## config.mk

```make
export PLATFORM = sky130hd
export DESIGN_NAME = mole_round_sequencer
export DESIGN_NICKNAME = d
export VERILOG_FILES = /design/src/rtl/mole_round_sequencer.sv
export SDC_FILE = /design/constraint.sdc
export NUM_CORES = 1
export LEC_CHECK = 0
export ABC_AREA = 1
export BUFFER_PORTS_ARGS = -buffer_cell sky130_fd_sc_hd__buf_2
export CAP_MARGIN = 0
export CORE_UTILIZATION = 60
export CTS_BUF_LIST = sky130_fd_sc_hd__clkbuf_8
export DETAILED_ROUTE_END_ITERATION = 6
export PLACE_DENSITY = 0.81
export RECOVER_POWER = 50
export SETUP_SLACK_MARGIN = 0.02
export SLEW_MARGIN = 10
export SYNTH_ARGS = -nofsm -noshare
export SYNTH_HDL_FRONTEND = slang
export SYNTH_SLANG_ARGS = --single-unit
```

## constraint.sdc

```tcl
create_clock -name clk -period 5.7 [get_ports clk]
set_input_delay 1.14 -clock clk [delete_from_list [all_inputs] [get_ports clk]]
set_output_delay 1.14 -clock clk [all_outputs]
set_load 0.1 [all_outputs]
```

## src/rtl/mole_round_sequencer.sv

```systemverilog
// Whack-a-mole round controller: sequences timed moles from the LFSR, judges
// edge-detected button hits against a per-mole window that shrinks per level.
module mole_round_sequencer #(
  parameter int unsigned GAP_CYCLES     = 1000,
  parameter int unsigned WINDOW_INIT    = 500000,
  parameter int unsigned WINDOW_STEP    = 50000,
  parameter int unsigned WINDOW_MIN     = 100000,
  parameter int unsigned MOLES_PER_GAME = 32,
  parameter int unsigned HITS_PER_LEVEL = 4
) (
  input  logic       clk,
  input  logic       rst_n,
  input  logic       start_btn,
  input  logic [2:0] rand_seg,
  input  logic [7:0] btn_sync,
  output logic       mole_valid,
  output logic [2:0] mole_seg,
  output logic       hit_pulse,
  output logic       miss_pulse,
  output logic [7:0] hits,
  output logic [7:0] misses,
  output logic [2:0] level,
  output logic       game_over
);

  localparam int unsigned      GAP_W     = (GAP_CYCLES > 1) ? $clog2(GAP_CYCLES) : 1;
  localparam logic [GAP_W-1:0] GAP_LAST  = GAP_W'(GAP_CYCLES - 1);
  localparam logic [19:0]      WIN_INIT  = 20'(WINDOW_INIT);
  localparam logic [19:0]      WIN_STEP  = 20'(WINDOW_STEP);
  localparam logic [19:0]      WIN_MIN   = 20'(WINDOW_MIN);
  localparam logic [7:0]       MOLE_LAST = 8'(MOLES_PER_GAME);

  typedef enum logic [1:0] {IDLE, GAP, SHOW, DONE} state_t;

  state_t           state_q;
  logic             start_prev_q;
  logic [7:0]       btn_prev_q;
  logic [GAP_W-1:0] gap_cnt_q;
  logic [19:0]      win_cnt_q;
  logic [19:0]      window_q;
  logic [7:0]       mole_cnt_q;
  logic [8:0]       hit_tot_q;
  logic             mole_valid_q;
  logic [2:0]       mole_seg_q;
  logic             hit_pulse_q;
  logic             miss_pulse_q;
  logic [7:0]       hits_q;
  logic [7:0]       misses_q;
  logic [2:0]       level_q;
  logic             game_over_q;

  logic             start_rise_d;
  logic [7:0]       btn_rise_d;
  logic [7:0]       seg_mask_d;
  logic             hit_d;
  logic             wrong_d;
  logic             timeout_d;
  logic [8:0]       hit_tot_d;
  logic             level_up_d;
  logic [7:0]       mole_cnt_d;
  logic             last_mole_d;
  logic [2:0]       seg_latch_d;

  function automatic logic [7:0] sat_inc8(input logic [7:0] v);
    return (v == 8'hFF) ? v : v + 8'd1;
  endfunction

  function automatic logic [2:0] sat_inc3(input logic [2:0] v);
    return (v == 3'd7) ? v : v + 3'd1;
  endfunction

  // Underflow is caught before the floor clamp so a small window never wraps.
  function automatic logic [19:0] shrink_window(input logic [19:0] w);
    logic [19:0] diff;
    diff = w - WIN_STEP;
    if ((w < WIN_STEP) || (diff < WIN_MIN)) return WIN_MIN;
    return diff;
  endfunction

  always_comb begin
    start_rise_d = start_btn & ~start_prev_q;
    btn_rise_d   = btn_sync & ~btn_prev_q;
    seg_mask_d   = 8'd1 << mole_seg_q;
    hit_d        = btn_rise_d[mole_seg_q];
    wrong_d      = |(btn_rise_d & ~seg_mask_d);
    timeout_d    = (win_cnt_q == 20'd1);
    hit_tot_d    = hit_tot_q + 9'd1;
    level_up_d   = ((32'(hit_tot_d) % HITS_PER_LEVEL) == 32'd0);
    mole_cnt_d   = mole_cnt_q + 8'd1;
    last_mole_d  = (mole_cnt_d == MOLE_LAST);
    seg_latch_d  = (rand_seg == 3'd7) ? 3'd0 : rand_seg;
  end

  always_ff @(posedge clk or negedge rst_n) begin
    if (!rst_n) begin
      state_q      <= IDLE;
      start_prev_q <= 1'b0;
      btn_prev_q   <= 8'd0;
      gap_cnt_q    <= '0;
      win_cnt_q    <= 20'd0;
      window_q     <= WIN_INIT;
      mole_cnt_q   <= 8'd0;
      hit_tot_q    <= 9'd0;
      mole_valid_q <= 1'b0;
      mole_seg_q   <= 3'd0;
      hit_pulse_q  <= 1'b0;
      miss_pulse_q <= 1'b0;
      hits_q       <= 8'd0;
      misses_q     <= 8'd0;
      level_q      <= 3'd0;
      game_over_q  <= 1'b0;
    end else begin
      start_prev_q <= start_btn;
      btn_prev_q   <= btn_sync;
      hit_pulse_q  <= 1'b0;
      miss_pulse_q <= 1'b0;
      if (start_rise_d) begin
        // A new game silently abandons whatever mole was on screen.
        hits_q       <= 8'd0;
        misses_q     <= 8'd0;
        level_q      <= 3'd0;
        hit_tot_q    <= 9'd0;
        mole_cnt_q   <= 8'd0;
        window_q     <= WIN_INIT;
        mole_valid_q <= 1'b0;
        gap_cnt_q    <= '0;
        game_over_q  <= 1'b0;
        state_q      <= GAP;
      end else begin
        case (state_q)
          IDLE: ;
          GAP: begin
            mole_valid_q <= 1'b0;
            gap_cnt_q    <= gap_cnt_q + GAP_W'(1);
            if (gap_cnt_q == GAP_LAST) begin
              gap_cnt_q    <= '0;
              mole_seg_q   <= seg_latch_d;
              win_cnt_q    <= window_q;
              mole_valid_q <= 1'b1;
              state_q      <= SHOW;
            end
          end
          SHOW: begin
            if (hit_d || wrong_d || timeout_d) begin
              if (hit_d) begin
                hit_pulse_q <= 1'b1;
                hits_q      <= sat_inc8(hits_q);
                hit_tot_q   <= hit_tot_d;
                if (level_up_d) begin
                  level_q  <= sat_inc3(level_q);
                  window_q <= shrink_window(window_q);
                end
              end else begin
                miss_pulse_q <= 1'b1;
                misses_q     <= sat_inc8(misses_q);
              end
              mole_valid_q <= 1'b0;
              mole_cnt_q   <= mole_cnt_d;
              if (last_mole_d) begin
                game_over_q <= 1'b1;
                state_q     <= DONE;
              end else begin
                gap_cnt_q <= '0;
                state_q   <= GAP;
              end
            end else begin
              win_cnt_q <= win_cnt_q - 20'd1;
            end
          end
          DONE: begin
            game_over_q  <= 1'b1;
            mole_valid_q <= 1'b0;
          end
          default: state_q <= IDLE;
        endcase
      end
    end
  end

  assign mole_valid = mole_valid_q;
  assign mole_seg   = mole_seg_q;
  assign hit_pulse  = hit_pulse_q;
  assign miss_pulse = miss_pulse_q;
  assign hits       = hits_q;
  assign misses     = misses_q;
  assign level      = level_q;
  assign game_over  = game_over_q;

endmodule

```

# Word-level counts from Yosys, hierarchy flattened
# Cells that the tools add are included.
# W data, S select, Z words.
[word_totals]
ff_bits = 104
output_inout_bits = 26
wordCells = 148
[op_classes]
add_sub_neg = 8
n_lt_le_gt_ge = 3
n_eq_ne = 20
shift = 1
muxes = 68
n_bitwise = 7
n_reduce_logical = 25
[ops]
columns = ["cell", "n"]
rows = [
  ["$mux W20", 9],
  ["$mux W8", 13],
  ["$mux W10", 4],
  ["$pmux W20 S2", 1],
  ["$mux W9", 4],
  ["$logic_not A32 Y1", 1],
  ["$add A8 B1 Y8 const B", 3],
  ["$mux W1", 21],
  ["$mux W3", 7],
  ["$eq A20 B1 Y1 const B", 1],
  ["$lt A20 B16 Y1 const B", 1],
  ["$lt A20 B17 Y1 const B", 1],
  ["$pmux W10 S2", 1],
  ["$sub A20 B1 Y20 const B", 1],
  ["$sub A20 B16 Y20 const B", 1],
  ["$and A8 B8 Y8", 2],
  ["$eq A8 B8 Y1 const B", 2],
  ["$not A8 Y8", 2],
  ["$reduce_and A4 Y1", 4],
  ["$reduce_and A3 Y1", 5],
  ["$ne A2 B2 Y1 const B", 6],
  ["$ne A3 B3 Y1 const B", 4],
  ["$add A10 B1 Y10 const B", 1],
  ["$eq A10 B10 Y1 const B", 1],
  ["other kinds (22)", 36],
]

# Depth between registers and ports, before layout
# Gate-level depths: netlist (run 1).
[depth]
depth_word = 15
ltp_mapped = 18
mapped_depth_nobuf = 17

# Worst setup path before layout (run 1)
# Ideal clock, no wire load.
[synth_timing]
kind = "register to register"
from = "reg mole_seg_q[2], in the netlist mole_seg[2]"
to = "reg state_q[1]"
setup_ns = 0.117
arrival_time_ns = 2.254
slack_ns = 3.329
stages_incl_launch_ff = 13
path_buffers = 1
synth_period_minus_slack_ns = 2.371
cell_sequence = "dfrtp_1 -> inv_1 -> o21ai_0 -> nand2_1 -> nor2_1 -> nand2_1 -> nor2_2 -> nand2_2 -> nand2_4 -> nand2_4 -> buf_6 -> nand3_1 -> nand2_1"
[synth_via]
elab_chain_cells = 8
elab_cells_between_ends = 10
[synth_lines]
columns = ["item", "line_no", "source"]
rows = [
  ["from (decl)", "44", "logic [2:0] mole_seg_q;"],
  ["from (signal assigned)", "137", "mole_seg_q <= seg_latch_d;"],
  ["$shl A1 B3 Y8", "83", "seg_mask_d = 8'd1 << mole_seg_q;"],
  ["$not A8 Y8", "85", "wrong_d = |(btn_rise_d & ~seg_mask_d);"],
  ["$and A8 B8 Y8", "85", ""],
  ["$reduce_or A8 Y1", "85", ""],
  ["$logic_or A1 B1 Y1 (*) (2 in a row)", "144", "if (hit_d || wrong_d || timeout_d) begin"],
  ["$ne A3 B3 Y1 (no line) (*)", "-", ""],
  ["$reduce_and A3 Y1 (no line) (*)", "-", ""],
  ["to (signal assigned)", "140", "state_q <= SHOW;"],
  ["to (signal assigned)", "161", "state_q <= DONE;"],
  ["to (signal assigned)", "164", "state_q <= GAP;"],
  ["to (decl)", "35", "state_t state_q;"],
]
# Every way passes the cells marked *; elsewhere a longest branch is shown, timed or not. The select of a mux whose other input is x is not followed.
# A chain may end at the register's enable or synchronous reset.

# Worst setup path after layout (run 1)
[layout_timing]
from = "in start_btn"
to = "reg win_cnt_q[5]"
[layout_via]
elab_chain_cells = 3
[layout_lines]
columns = ["item", "line_no", "source"]
rows = [
  ["from (decl)", "13", "input logic start_btn,"],
  ["$and A1 B1 Y1", "81", "start_rise_d = start_btn & ~start_prev_q;"],
  ["$not A1 Y1 (no line)", "-", ""],
  ["$reduce_and A4 Y1 (no line)", "-", ""],
  ["to (signal assigned)", "138", "win_cnt_q <= window_q;"],
  ["to (signal assigned)", "167", "win_cnt_q <= win_cnt_q - 20'd1;"],
  ["to (decl)", "39", "logic [19:0] win_cnt_q;"],
]
# No other way between the ends.

==> reports/summary.md, run 1 <==
The number of enable-type register cells in the synthesized netlist was 0; the number of maximum-capacitance violations was 1. The kind of cell with the highest combined delay along the critical path is buffers and inverters. The net count after synthesis is 831. The cell leakage power was 3.22 nW. The hold-critical path endpoint was mole_valid.

In the final layout, the share of cells above drive strength 1 is 9.47%. Once the floorplan was initialized, standard cells occupied 62.2% of the core. For the pin with the worst max-slew slack, the measured transition is 1780 ps. The slowest stage of the critical path is the clkbuf_1 cell. The worst hold path was traced through 2 stages. The final estimated routing congestion in global placement is 0.908, and the number of buffer and inverter stages on the critical path is 4.

Headroom to the max-slew limit: -18.7%. The tools report the standard cell core area as 0.00924 sq mm. The die area came out at 0.00998 sq mm. The largest single stage delay on the critical path is 1080 ps.

The run gives 297 as the number of DRC markers in iteration 0. Traced cell by cell, the critical path runs through buf_2 > inv_1 > nor2_1 > clkbuf_1 > nor2_1 > nand2_1 > nand2_2 > inv_1 > o21ai_1. Measured along the x axis, the die boundary spans 99.9 um. By count the netlist is led by nand2_1, inv_1, dfrtp_1. The smallest clock period supported by the final layout is computed as 3420 ps. The number of iterations in the first detailed-routing pass was 5.

Yosys instantiated no cell more often than nand2_1. TritonCTS built the clock tree. Adding up every negative setup slack in the final design gives 0 ps.

The worst setup path is captured at a register. Clock-pin slew was measured on the worst setup and hold paths at 90 ps. In the final design database the tool counted 864 nets. The sum of routed wire length over all layers was 13.2 mm; the highest clock rate was 293 MHz. The pin count of the biggest net entering global routing is 62. The sequential area share after synthesis was 40.6%; the share of Yosys cell area claimed by the top area cell type was 37.4%. The final clock period utilization by the worst path works out to 59.9%. In this run the mean area of a mapped cell was 7.12 sq um.

Dividing the detail-routed via count by the number of cells gives 5.50. For the final number of max-transition violations, the log shows 34. Across all register-to-register paths, the minimum setup slack is 2790 ps. The total overflow left after global routing is 0. In this run the remaining antenna-violating nets after routing total 0. The hold violation count in the final report came out at 0. For this design the top-level I/O count stands at 40. The die is 99.9 um tall. The number of global-route vias before repair came out at 5,080.

The flow ran to the end, but the final reports show violations. Count of antenna diodes in the layout: 0. dfrtp_1 takes more of the synthesized area than any other cell.

The startpoint type of the worst setup path is an input port. The wire-length estimate of the detail-placed layout is 9.42 mm. The tools report the root buffer cell as clkbuf_8.

The checks that failed: max-capacitance violations, max-slew violations. Measured on the finished design, the core utilization comes to 67.3%. After clock tree synthesis, the flow added hold-fix buffers numbering 0. Along the worst path, the maximum fanout reaches 33. Across all hold checks on the routed design, the worst slack comes to 491 ps. The H-tree was split into 3 levels. For this run, asynchronously set or reset flops after synthesis account for 100%. The path class of the tightest hold or removal check is register to register. For this run, the total global-route usage over all layers was measured as 28.1%. The synthesized design contains 93 register bits. Counting distinct cell types in the post-synthesis netlist gives 43. For the wire length of the first global-routing pass, the log shows 22.4 mm.

The arrival time of data at the critical path endpoint was 3660 ps. The clock reaches the later pin of the worst-skew pair after 360 ps. The tools report the start point of the worst min-delay path as mole_valid.

Sorting the synthesized cells by area gives the leading types as dfrtp_1, nand2_1, nand3_1. The run gives 5,361 as the count of vias placed by the detailed router. The count of final setup violators came out at 0. For the worst flop-to-flop path, the logic depth is 7. The primary flip-flop cell chosen by synthesis mapping was dfrtp_1. The worst-case IR drop observed on VDD is 0.188 mV. The critical path in this run is classified as input port to register. Once the clock tree was built, the setup fixing pass inserted 0 buffers. After detailed routing, the number of remaining DRC violations is 0. Compared with the post-synthesis result, the final layout area differs by 8.23%. The worst register-to-register path ends at win_cnt_q[5]. The number of gates resized after CTS was 0. The tools report the number of antenna violations at the first check in global routing as 0. The synthesized netlist occupies a cell area of 0.00575 sq mm. The clock net in this run drives a total of 93 sinks.

On the final layout, the worst clock skew is 7.18 ps. The tools report the startpoint of the most critical register-to-register path as start_prev_q. The logs give 9 for the number of CTS-inserted buffers and 0 for the total of warnings raised by yosys. The number of cells produced by synthesis is 807, and the critical path required time is 5950 ps. The mean routed wirelength per cell works out to 13.5 um. Maximum number of buffers from clock root to sink: 2. The power per unit of standard cell area is 276 mW/mm^2. Setup repair after global routing left no endpoint under its margin. In this run the core area contains 35 standard-cell rows. Input and output buffers added on the ports amount to 39.
cells in the final DEF (no fill, tap or decap), types with 2 or more instances in the layout:
master       n
nand3b_1     3
dfrtp_1     86
inv_2        2
clkbuf_1     4
o21ai_0     57
xnor2_1      6
dfstp_2      7
nor3_1      16
nor4_1      10
nand2_2      5
buf_2       36
o31ai_1      5
o21ai_1      3
xor2_1      18
nand3_1     79
inv_1      101
nand4_1     14
o22ai_1      7
nor3b_1      2
clkbuf_8     9
bufinv_16    2
clkinv_4     2
a21oi_1     20
nand2_1    255
a31o_2       2
ha_1        10
nand2_4      2
nor2_1      64
nor2_2       2
final cells by class:
cell class                      count  area (sq um)
Clock buffer                        9           124
Sequential cell                    93          2340
Inverter                          102           385
Timing Repair Buffer               41           203
Multi-Input combinational cell    593          2920
Clock inverter                      7          92.6
Fill cell                         810          3020
Tap cell                          129           161
report_power, final:
part / internal, mW / switching, mW / leakage [nW] / total [mW]
clock: 0.246 / 0.239 / 0.112 / 0.485
combinational: 0.109 / 0.323 / 1.91 / 0.432
sequential: 0.725 / 0.0737 / 1.19 / 0.798
total: 1.08 / 0.636 / 3.22 / 1.72
flip-flops by register name (all words and copies together) (netlist names), 2 cells and up:
signal      count
state_q         2
window_q       16
btn_prev_q      8
mole_seg        3
misses          8
mole_cnt_q      8
hits            8
level           3
win_cnt_q      20
gap_cnt_q      10
hit_tot_q       2
how the worst max path moves through the flow:
stage,from,to,slack [ps],cells after the start
detailed placement,start_btn,hits[2],2540,10
floorplan,mole_seg[2],state_q[1],3330,12
global placement,start_btn,hits[6],2720,11
CTS,start_btn,hits[2],2920,10
finish,start_btn,win_cnt_q[5],2280,9
global route,start_btn,win_cnt_q[4],1920,10
routing by layer:
metal	wire length (um)	vias to the layer above	track usage, %
met1	5930	2484	36.2
met5	0	-	0
li1	-	2680	-
met2	6350	176	49.0
met3	704	21	4.53
met4	201	0	8.03
worst min-delay path, stage by stage (launching register included):
cell and delay (ps):
dfrtp_1 350, nand2_1 50, o21ai_0 60
cell families after synthesis:
kind of cell | after synthesis | synth area share (%)
AOI/OAI and AO/OA | 100 | 9.75
xor gates and xnor gates | 24 | 3.66
adders and majority gates | 10 | 2.18
buffers and inverters | 121 | 8.58
DFF | 93 | 40.6
and+or+nand+nor | 459 | 35.2
stage by stage:
| stage | total power, mW | cell area, sq um | std cells | worst slack (ps) |
|---|---|---|---|---|
| final | 1.72 | 6220 | 974 | 2280 |
| after global routing | 1.80 | 6220 | 974 | 1920 |
| after CTS | 1.72 | 6230 | 974 | 2920 |
| after detailed placement | 1.24 | 6020 | 958 | 2540 |
| after global placement | 1.23 | 6020 | 958 | 2720 |
| after floorplan | 1.14 | 5750 | 807 | 3330 |
No activity file was read; power rests on OpenSTA's default activity.
==> run 2, diff against run 1 <==
Clock period 5.7 ns to 3.4 ns, I/O delays scaled along.
==> run 2 against run 1 <==
Compared with the run above:
- the flow still finishes with violations (max-capacitance violations, max-slew violations)
- sequential share of layout area up 0.053 points
- register-to-register slack worse by 1900 ps
- first-iteration DRC count up 30%
- sequential power up 68%
- die area unchanged
- combinational power up 68%
- final cell count up 0.21%
- global-route usage up 0.20 points
- critical path type is now register to register
- largest cell class unchanged
- highest routed layer unchanged
==> reports/summary.md, run 2 (synthesis gave the netlist of run 1 again) <==
The number of global-route vias before repair was 5,166. The number of setup buffers added after CTS is 0. The final setup skew is 7.67 ps. The worst path in the final design needs a cycle of 2520 ps, including I/O delays and setup.

The critical path required time is 3650 ps, and the synthesis-to-layout area growth is 8.08%. The flow ran to the end, but the final reports show violations. Data arrives at the worst endpoint at 2770 ps. The remaining global-route overflow is 0, and the mean routed wirelength per cell is 13.4 um. The count of final setup violators was 0; the worst-margin pin slew was 1590 ps. For this run, the slowest stage of the critical path takes 470 ps. The post-detailed-route DRC marker count is 0. Of all nets on the critical path, the largest fanout is 33. The checks that failed: max-capacitance violations, max-slew violations. The number of antenna violations at the first check in global routing came out at 0.

For this run, the detailed router's first-pass iteration total came to 6. The number of gates resized after CTS is 0, and the sink count of the clock tree is 93. The run gives 67.2% as the end-of-flow core utilization.

The startpoint type of the worst setup path is a register. In the final layout, the share of cells above drive strength 1 is 9.80%. 0 antenna diodes ended up in the layout.

Walking the worst path, the cells encountered are inv_1 > nor2_1 > a21oi_1 > o2111ai_1 > nand2_1 > nand3_2 > nand2_2 > inv_1 > nand2_1 > o21ai_0. The cell sitting at the root of the clock tree is a clkbuf_8. The sum of routed wire length over all layers is 13.1 mm, and the x dimension of the die is 99.9 um.

The top-level port count is 40. The number of CTS-inserted buffers came out at 9. TritonCTS built the clock tree. The power per unit of standard cell area was 441 mW/mm^2.

At the later pin of the worst-skew pair, clock insertion delay measures 370 ps. The number of maximum-capacitance violations is 1, and the half-perimeter wire length after placement is 9.47 mm. The net count of the finished layout is 867.

The post-placement cell area is 0.00605 sq mm. Final estimated routing congestion in global placement: 0.905. The final critical path takes up 74.0% of the cycle. The hold violation count in the final report is 0.

The clock-pin slew of the registers on the worst-case setup and hold paths works out to 90 ps. More flip-flops sit in one register than any other, and that register is win_cnt_q. The H-tree was split into 3 levels. For this configuration, the core starts out at a cell density of 62.2%.

The worst setup path is captured at a register. In the routed layout, each cell is associated on average with a via count of 5.53. The worst setup path is of the register to register kind. In the final timing run, aggregate negative setup slack is 0 ps. On the critical path, the stage with the largest delay is an instance of nand2_2. The most common cell after layout, fill and taps aside was nand2_1. Measured along the y axis, the die boundary spans 99.9 um. In the final layout, the registers with the most flip-flops are win_cnt_q (20), window_q (16), gap_cnt_q (10).

The total global routing track utilization was 28.3%; the final instance area was 0.00621 sq mm. For the peak supply drop, the log shows 0.287 mV. Static timing analysis puts the maximum clock frequency at 397 MHz. For this design, the CTS-stage hold fixing added 0 buffers. Buffers placed on the I/O ports in this run total 39.

The logs give 5,394 for the count of vias placed by the detailed router and 0.00998 sq mm for the die area. The longest clock path from root to sink contains 2 buffers. The count of nets left with antenna violations once routing finished came out at 0.

The region available for standard cell placement spans 0.00924 sq mm. The final number of max-transition violations is 62, and the wire length of the first global-routing pass is 22.8 mm. The layout filler cell count came out at 764. In the layout the commonest cells are nand2_1, inv_1, dfrtp_1. The kind of path behind the tightest hold check was input port to register. The site row count is 35.

For the headroom to the max-slew limit, the log shows -6.18%. Setup repair after global routing left no endpoint under its margin. The flip-flop count of the largest register, all copies and words added was 20; the cell leakage power was 3.21 nW.

The number of DRC markers in iteration 0 came out at 385. Pin count of the biggest net entering global routing: 63.
[run 2: cell count changes in the layout (fill, tap and decap cells not counted), moves of 2 or more]
cell	previous run	this run
bufinv_16	2	0
inv_1	101	99
inv_6	0	3
buf_2	36	33
buf_4	1	4
[run 2: through the flow]
step / setup WS (ps) / power (mW) / hold slack [ps] / cells
detailed placement: 770 / 2.08 / 486 / 961
floorplan: 1030 / 1.91 / 384 / 807
global placement: 828 / 2.06 / 482 / 961
global route: 533 / 2.90 / 402 / 976
CTS: 919 / 2.75 / 414 / 976
finish: 883 / 2.74 / 426 / 976
[run 2: routing by layer]
| metal | vias up | GRT usage, % | routed length [um] |
|---|---|---|---|
| met5 | - | 0 | 0 |
| met4 | 0 | 11.3 | 297 |
| met3 | 26 | 4.25 | 696 |
| met2 | 146 | 48.5 | 6290 |
| met1 | 2534 | 36.1 | 5820 |
| li1 | 2688 | - | - |
[run 2: area by class of cell]
class / instances / area, sq um / share of cell area [%]
Clock inverter: 6 / 47.5 / 0.765
Tap cell: 129 / 161 / 2.60
Multi-Input combinational cell: 593 / 2920 / 47.0
Sequential cell: 93 / 2340 / 37.6
Timing Repair Buffer: 44 / 239 / 3.85
Clock buffer: 9 / 124 / 1.99
Inverter: 102 / 385 / 6.20
[run 2: power by group]
group	total, mW	internal (mW)	switching, mW
combinational	0.724	0.186	0.538
sequential	1.34	1.21	0.122
clock	0.677	0.270	0.407
[run 2: critical path: cells and delay by family (launching register included)]
family | cells | cell delay, ps
buffers and inverters | 2 | 350
DFF | 1 | 450
and+or+nand+nor | 5 | 1240
AOI/OAI and AO/OA | 3 | 350
[run 2: worst paths after layout]
check | from | to | slack (ps) | depth (start not counted)
setup reg to reg | mole_seg[1] | win_cnt_q[0] | 880 | 10
hold reg to reg | window_q[5] | window_q[5] | 510 | 2
setup / recovery | mole_seg[1] | win_cnt_q[0] | 880 | 10
hold / removal | btn_sync[1] | btn_prev_q[1] | 430 | 1
max in group asynchronous | rst_n | window_q[9] | 1750 | 1
min in group asynchronous | rst_n | btn_prev_q[3] | 700 | 1
